File: src/rtl/ldst_sequencer.sv
// Hardwired fetch/ld/ldi/st control-step sequencer for the Mini-SRC datapath.
// Define LDST_STORE_EN to compile in the st path (T6 register read, T7 Write).
module ldst_sequencer #(
  parameter int OP_W = 5,
  parameter logic [OP_W-1:0] ADD_CODE = OP_W'(5'b00100),
  parameter int MEM_WAIT = 0,
  parameter int CNT_W = 4
) (
  input  logic            Clock,
  input  logic            Clear,
  input  logic            Run,
  input  logic [OP_W-1:0] IR_op,
  output logic            PCout,
  output logic            MARin,
  output logic            IncPC,
  output logic            Read,
  output logic            MDRin,
  output logic            MDRout,
  output logic            IRin,
  output logic            Grb,
  output logic            BAout,
  output logic            Yin,
  output logic            Cout,
  output logic            ZHighin,
  output logic            ZLowin,
  output logic            ZLowout,
  output logic            Gra,
  output logic            Rin,
  output logic            Rout,
  output logic            Write,
  output logic [OP_W-1:0] OP,
  output logic [3:0]      T_state,
  output logic            Busy,
  output logic            Done,
  output logic            Illegal
);

  typedef enum logic [3:0] {
    IDLE = 4'd0, T0 = 4'd1, T1 = 4'd2,
    T2 = 4'd3, T3 = 4'd4, T4 = 4'd5,
    T5 = 4'd6, T6 = 4'd7, T7 = 4'd8,
    DONE = 4'd9
  } state_t;

  typedef enum logic [1:0] {
    C_LD, C_LDI, C_ST, C_ILL
  } cls_t;

  typedef struct packed {
    logic pc_out;
    logic mar_in;
    logic inc_pc;
    logic read;
    logic mdr_in;
    logic mdr_out;
    logic ir_in;
    logic grb;
    logic ba_out;
    logic y_in;
    logic c_out;
    logic zhigh_in;
    logic zlow_in;
    logic zlow_out;
    logic gra;
    logic r_in;
  } ctl_t;

  localparam logic [CNT_W-1:0] WAIT = CNT_W'(MEM_WAIT);

  state_t           state_q, state_d;
  cls_t             cls_q, cls_d, op_cls;
  logic             ill_q, ill_d;
  logic [CNT_W-1:0] cnt_q, cnt_d;
  ctl_t             ctl_q, ctl_d;
  logic [OP_W-1:0]  op_q, op_d;

  // Opcode classification; st only exists when the store path is built
  always_comb begin
    op_cls = C_ILL;
    if (IR_op == OP_W'(0)) op_cls = C_LD;
    else if (IR_op == OP_W'(1)) op_cls = C_LDI;
`ifdef LDST_STORE_EN
    else if (IR_op == OP_W'(2)) op_cls = C_ST;
`endif
  end

  // Step sequencing, class latch and memory wait counter
  always_comb begin
    state_d = state_q;
    cls_d   = cls_q;
    ill_d   = ill_q;
    cnt_d   = cnt_q;
    case (state_q)
      IDLE: if (Run) state_d = T0;
      T0: begin
        state_d = T1;
        cnt_d   = WAIT;
      end
      T1: begin
        if (cnt_q == '0) state_d = T2;
        else cnt_d = cnt_q - CNT_W'(1);
      end
      T2: state_d = T3;
      T3: begin
        cls_d   = op_cls;
        ill_d   = (op_cls == C_ILL);
        state_d = (op_cls == C_ILL) ? DONE : T4;
      end
      T4: state_d = T5;
      T5: begin
        if (cls_q == C_LDI) begin
          state_d = DONE;
        end else begin
          state_d = T6;
          if (cls_q == C_LD) cnt_d = WAIT;
        end
      end
      T6: begin
        if (cls_q == C_LD) begin
          if (cnt_q == '0) state_d = T7;
          else cnt_d = cnt_q - CNT_W'(1);
        end else begin
          state_d = T7;
          cnt_d   = WAIT;
        end
      end
      T7: begin
        if (cls_q == C_LD || cnt_q == '0) state_d = DONE;
        else cnt_d = cnt_q - CNT_W'(1);
      end
      DONE: begin
        ill_d   = 1'b0;
        state_d = Run ? T0 : IDLE;
      end
      default: state_d = IDLE;
    endcase
  end

`ifdef LDST_STORE_EN
  logic rout_q, rout_d;
  logic write_q, write_d;
`endif

  // Strobes for the step being entered, so they leave flops cleanly
  always_comb begin
    ctl_d = '0;
    op_d  = '0;
`ifdef LDST_STORE_EN
    rout_d  = 1'b0;
    write_d = 1'b0;
`endif
    case (state_d)
      T0: begin
        ctl_d.pc_out = 1'b1;
        ctl_d.mar_in = 1'b1;
        ctl_d.inc_pc = 1'b1;
      end
      T1: begin
        ctl_d.read   = 1'b1;
        ctl_d.mdr_in = 1'b1;
      end
      T2: begin
        ctl_d.mdr_out = 1'b1;
        ctl_d.ir_in   = 1'b1;
      end
      T3: begin
        ctl_d.grb    = 1'b1;
        ctl_d.ba_out = 1'b1;
        ctl_d.y_in   = 1'b1;
      end
      T4: begin
        ctl_d.c_out    = 1'b1;
        ctl_d.zhigh_in = 1'b1;
        ctl_d.zlow_in  = 1'b1;
        op_d           = ADD_CODE;
      end
      T5: begin
        ctl_d.zlow_out = 1'b1;
        if (cls_d == C_LDI) begin
          ctl_d.gra  = 1'b1;
          ctl_d.r_in = 1'b1;
        end else begin
          ctl_d.mar_in = 1'b1;
        end
      end
      T6: begin
        if (cls_d == C_LD) begin
          ctl_d.read   = 1'b1;
          ctl_d.mdr_in = 1'b1;
        end
`ifdef LDST_STORE_EN
        else if (cls_d == C_ST) begin
          ctl_d.gra    = 1'b1;
          ctl_d.mdr_in = 1'b1;
          rout_d       = 1'b1;
        end
`endif
      end
      T7: begin
        if (cls_d == C_LD) begin
          ctl_d.mdr_out = 1'b1;
          ctl_d.gra     = 1'b1;
          ctl_d.r_in    = 1'b1;
        end
`ifdef LDST_STORE_EN
        else if (cls_d == C_ST) begin
          write_d = 1'b1;
        end
`endif
      end
      default: ;
    endcase
  end

  // State, class, counter and registered strobes
  always_ff @(posedge Clock or posedge Clear) begin
    if (Clear) begin
      state_q <= IDLE;
      cls_q   <= C_LD;
      ill_q   <= 1'b0;
      cnt_q   <= '0;
      ctl_q   <= '0;
      op_q    <= '0;
    end else begin
      state_q <= state_d;
      cls_q   <= cls_d;
      ill_q   <= ill_d;
      cnt_q   <= cnt_d;
      ctl_q   <= ctl_d;
      op_q    <= op_d;
    end
  end

`ifdef LDST_STORE_EN
  // Store-only strobes
  always_ff @(posedge Clock or posedge Clear) begin
    if (Clear) begin
      rout_q  <= 1'b0;
      write_q <= 1'b0;
    end else begin
      rout_q  <= rout_d;
      write_q <= write_d;
    end
  end
  assign Rout  = rout_q;
  assign Write = write_q;
`else
  assign Rout  = 1'b0;
  assign Write = 1'b0;
`endif

  assign {PCout, MARin, IncPC, Read,
          MDRin, MDRout, IRin, Grb,
          BAout, Yin, Cout, ZHighin,
          ZLowin, ZLowout, Gra, Rin} = ctl_q;

  assign OP      = op_q;
  assign T_state = state_q;
  assign Busy    = (state_q != IDLE);
  assign Done    = (state_q == DONE);
  assign Illegal = (state_q == DONE) & ill_q;

endmodule

File: config.mk
export PLATFORM = sky130hd
export DESIGN_NAME = ldst_sequencer
export DESIGN_NICKNAME = d
export VERILOG_FILES = /design/src/rtl/ldst_sequencer.sv
export SDC_FILE = /design/constraint.sdc
export NUM_CORES = 1
export LEC_CHECK = 0
export BUFFER_PORTS_ARGS = -buffer_cell sky130_fd_sc_hd__buf_2
export CAP_MARGIN = 0
export CORE_MARGIN = 2
export CORE_UTILIZATION = 41
export CTS_CLUSTER_DIAMETER = 50
export CTS_CLUSTER_SIZE = 25
export DETAILED_ROUTE_END_ITERATION = 10
export GPL_TIMING_DRIVEN = 0
export PLACE_DENSITY = 0.66
export SYNTH_ARGS = -nofsm -noshare
export SYNTH_HDL_FRONTEND = slang
export SYNTH_SLANG_ARGS = --single-unit
File: constraint.sdc
create_clock -name Clock -period 2.4 [get_ports Clock]
set_input_delay 0.6 -clock Clock [delete_from_list [all_inputs] [get_ports Clock]]
set_output_delay 0.6 -clock Clock [all_outputs]
set_load 0.01 [all_outputs]
==> results.yml <==
run_status:
  status: "completed"
floorplanning:
  placementRows: 19
  die-area_um2: 3390
  io_pins: 38
  dieWidth_um: 58.3
  initial_utilization: 0.434
  core_region_area_um2: 2780
  fp.dieH_um: 58.3
pwr:
  ir_drop_uv: 496
  p_sw_frac: 0.414
  p_int_w: 0.000919
  p_comb_frac: 0.522
  p_leak_nw: 0.767
  power_density_nw_per_um2: 1070
  seq_power_share: 0.351
  p_clk_frac: 0.126
  power_w: 0.00157
  power.switching_w: 0.000648
routing:
  num_vias: 1037
  drt-total-wl_mm: 2.46
  drt_iter0_drc: 30
  wl_per_cell_um: 12.3
  ant_nets: 0
  viasPerCell: 5.19
  drc: 0
  first_pass_iters: 5
final_layout:
  final_common_cell: "buf_2"
  layout.cells.non_filler: 200
  mostFrequentLayoutCells: "buf_2 (35), dfrtp_1 (20), buf_4 (15)"
  antenna_cells: 0
  layout.nets: 179
  area_delta_synth_final_pct: 21.1
  fin_area_um2: 1460
  layout-drive-gt1-share: 0.379
timing:
  min_period_over_period: 0.907
  max_freq_mhz: 460
  slew_headroom: 0.495
  rsz0062_at_grt: "false"
  finalMaxSlewViolations: 0
  skew_ps: 5.66
  hold-worst-slack_ps: 406
  setup_viol: 0
  fin_tns_setup_ps: 0
  tightest_slew_ps: 756
  hold_viol: 0
  fin_crit_ps: 2180
global_routing:
  grt_pass1_wl_mm: 4.11
  antenna_found_initial: 0
  gr-total-overflow: 0
  grt_pass1_vias: 937
  grt_max_degree: 21
  grtUsageTotal: 0.155
synthesis:
  synth_edf_count: 0
  syn_inst: 129
  ys_seq_area_frac: 0.415
  ys_ff_latch: 20
  yosys_most_used_dff: "dfrtp_1"
  syn_area_um2: 1210
  synth-warning-count: 0
  synth.avg_cell_area_um2: 9.36
  ys_types: 46
  async_flop_share: 1.00
placement:
  place_area_um2: 1420
  gp_congestion: 0.871
  hpwl_mm: 1.86
  numPortBuffers: 31
  placedCellCount: 196
hold_path:
  hold_class: "input port to asynchronous set/reset pin"
worst_setup_path:
  critical_path.cell_chain: "inv_1 > ha_1 > nor3b_4 > o21ai_1 > a2111o_1 > or3_1 > a21boi_1"
  startpoint: "cnt_q[0]$_DFFE_PP0P_"
  reg2reg_to: "MDRin$_DFF_PP0_"
  r2r-start: "cnt_q[0]$_DFFE_PP0P_"
  slowest_stage: "dfrtp_1"
  reg2regPathDepth: 7
  crit_path_start_kind: "flip-flop"
  worstPathRequired_ps: 2640
  path_max_fanout: 9
  path_depth: 7
  slowest_delay_ps: 430
  path_delay_family: "simple AND/OR/NAND/NOR gates"
  reg2reg_slack_ps: 220
  end_kind: "flip-flop"
  path_class: "flip-flop to flip-flop"
  cp.arrival_ps: 2410
  endpoint: "MDRin$_DFF_PP0_"
  critPathBufInv: 1
clock_network:
  path_clk_slew_ps: 110
  postCtsSetupBuffers: 0
  clkLatencyLatePin_ps: 300
  clock_sinks: 20
  tritoncts: "built"
  clk_path_buf_depth: 2
  cts_made_buffers: 3
  htreeDepth: 1
  cts_root_buf: "clkbuf_4"
flow_run:
  drv_cap: 0
==> through the flow <==
| step | util | setup slack (ps) |
|---|---|---|
| 2_1_floorplan | - | 439 |
| 3_3_place_gp | 0.511 | 258 |
| 3_5_place_dp | 0.511 | 266 |
| 4_1_cts | 0.524 | 198 |
| 5_1_grt | 0.526 | 71.0 |
| 6_report | 0.526 | 224 |
==> registers in the layout, summed over array words and instances (netlist names) <==
name / count
ZLowout: 1
IncPC: 1
Gra: 1
MARin: 1
T_state: 4
cls_q: 2
BAout: 1
ill_q: 1
IRin: 1
MDRout: 1
cnt_q: 4
MDRin: 1
OP: 1
==> cell usage after synthesis, types with 2 or more instances <==
master,instances,area share
o21a_1,2,0.012
and2_1,3,0.016
o21bai_1,2,0.012
nor2_1,10,0.031
nor4_1,3,0.016
inv_1,7,0.022
o21ai_0,2,0.0083
a21oi_1,6,0.025
dfrtp_1,20,0.41
buf_2,4,0.017
buf_4,15,0.093
nand3b_1,2,0.012
and3b_1,2,0.015
or3_1,2,0.010
nor2b_1,6,0.031
nand2_1,7,0.022
o21ai_1,4,0.017
a211oi_1,2,0.012
nand2b_1,2,0.010
nor3_1,2,0.0083
==> worst min-delay path by stage <==
stage | cells past startpoint | endpoint | slack [ps] | start
6_report | 2 | IRin$_DFF_PP0_ | 410 | Clear
5_1_grt | 2 | IRin$_DFF_PP0_ | 470 | Clear
4_1_cts | 2 | IRin$_DFF_PP0_ | 450 | Clear
3_5_place_dp | 2 | ill_q$_DFFE_PP0P_ | 550 | ill_q$_DFFE_PP0P_
3_3_place_gp | 2 | ill_q$_DFFE_PP0P_ | 530 | ill_q$_DFFE_PP0P_
2_1_floorplan | 2 | ill_q$_DFFE_PP0P_ | 510 | ill_q$_DFFE_PP0P_
==> power groups by stage <==
stage	Combinational (W)	Clock [W]	Sequential (W)
finish	0.000819	0.000198	0.000550
floorplan	0.000578	0	0.000564
detailed placement	0.000805	0	0.000556
CTS	0.000812	0.000205	0.000548
global placement	0.000790	0	0.000550
global route	0.000916	0.000220	0.000566
==> metal layers <==
metal | wire length, um | up-vias | global-route usage | share of wire
met5 | 0 | - | 0 | 0
met4 | 43 | 0 | 0.0498 | 0.017
met3 | 192 | 7 | 0.0290 | 0.078
met2 | 1100 | 54 | 0.241 | 0.45
met1 | 1120 | 457 | 0.218 | 0.46
li1 | - | 519 | - | -
==> final cells by class <==
type / count / area, um2
timing repair buffer: 31 / 155
clock buffer: 4 / 36.3
tap: 31 / 38.8
sequential: 20 / 500
fill: 264 / 1320
inverter: 7 / 26.3
buffer: 20 / 136
multi-input combinational: 87 / 569
==> repair_timing <==
| action | CTS | global route |
|---|---|---|
| endpoints found under the hold margin | 0 | 0 |
| setup endpoints to repair | 0 | 1 |
| hold buffers | 0 | 0 |
| gates resized for setup | 0 | 1 |
==> kinds of logic (layout without fill, tap and decap cells) <==
group                    after synthesis  in the layout  share of synthesized area
AO/OA/AOI/OAI                         30             30                      0.179
adder cells (fa/ha/maj)                1              1                     0.0104
buffers and inverters                 27             62                      0.135
flip-flops                            20             20                      0.415
other                                  1              6                    0.00311
AND/OR/NAND/NOR                       50             50                      0.258
Note: power is estimated with default switching activity, not from simulation.
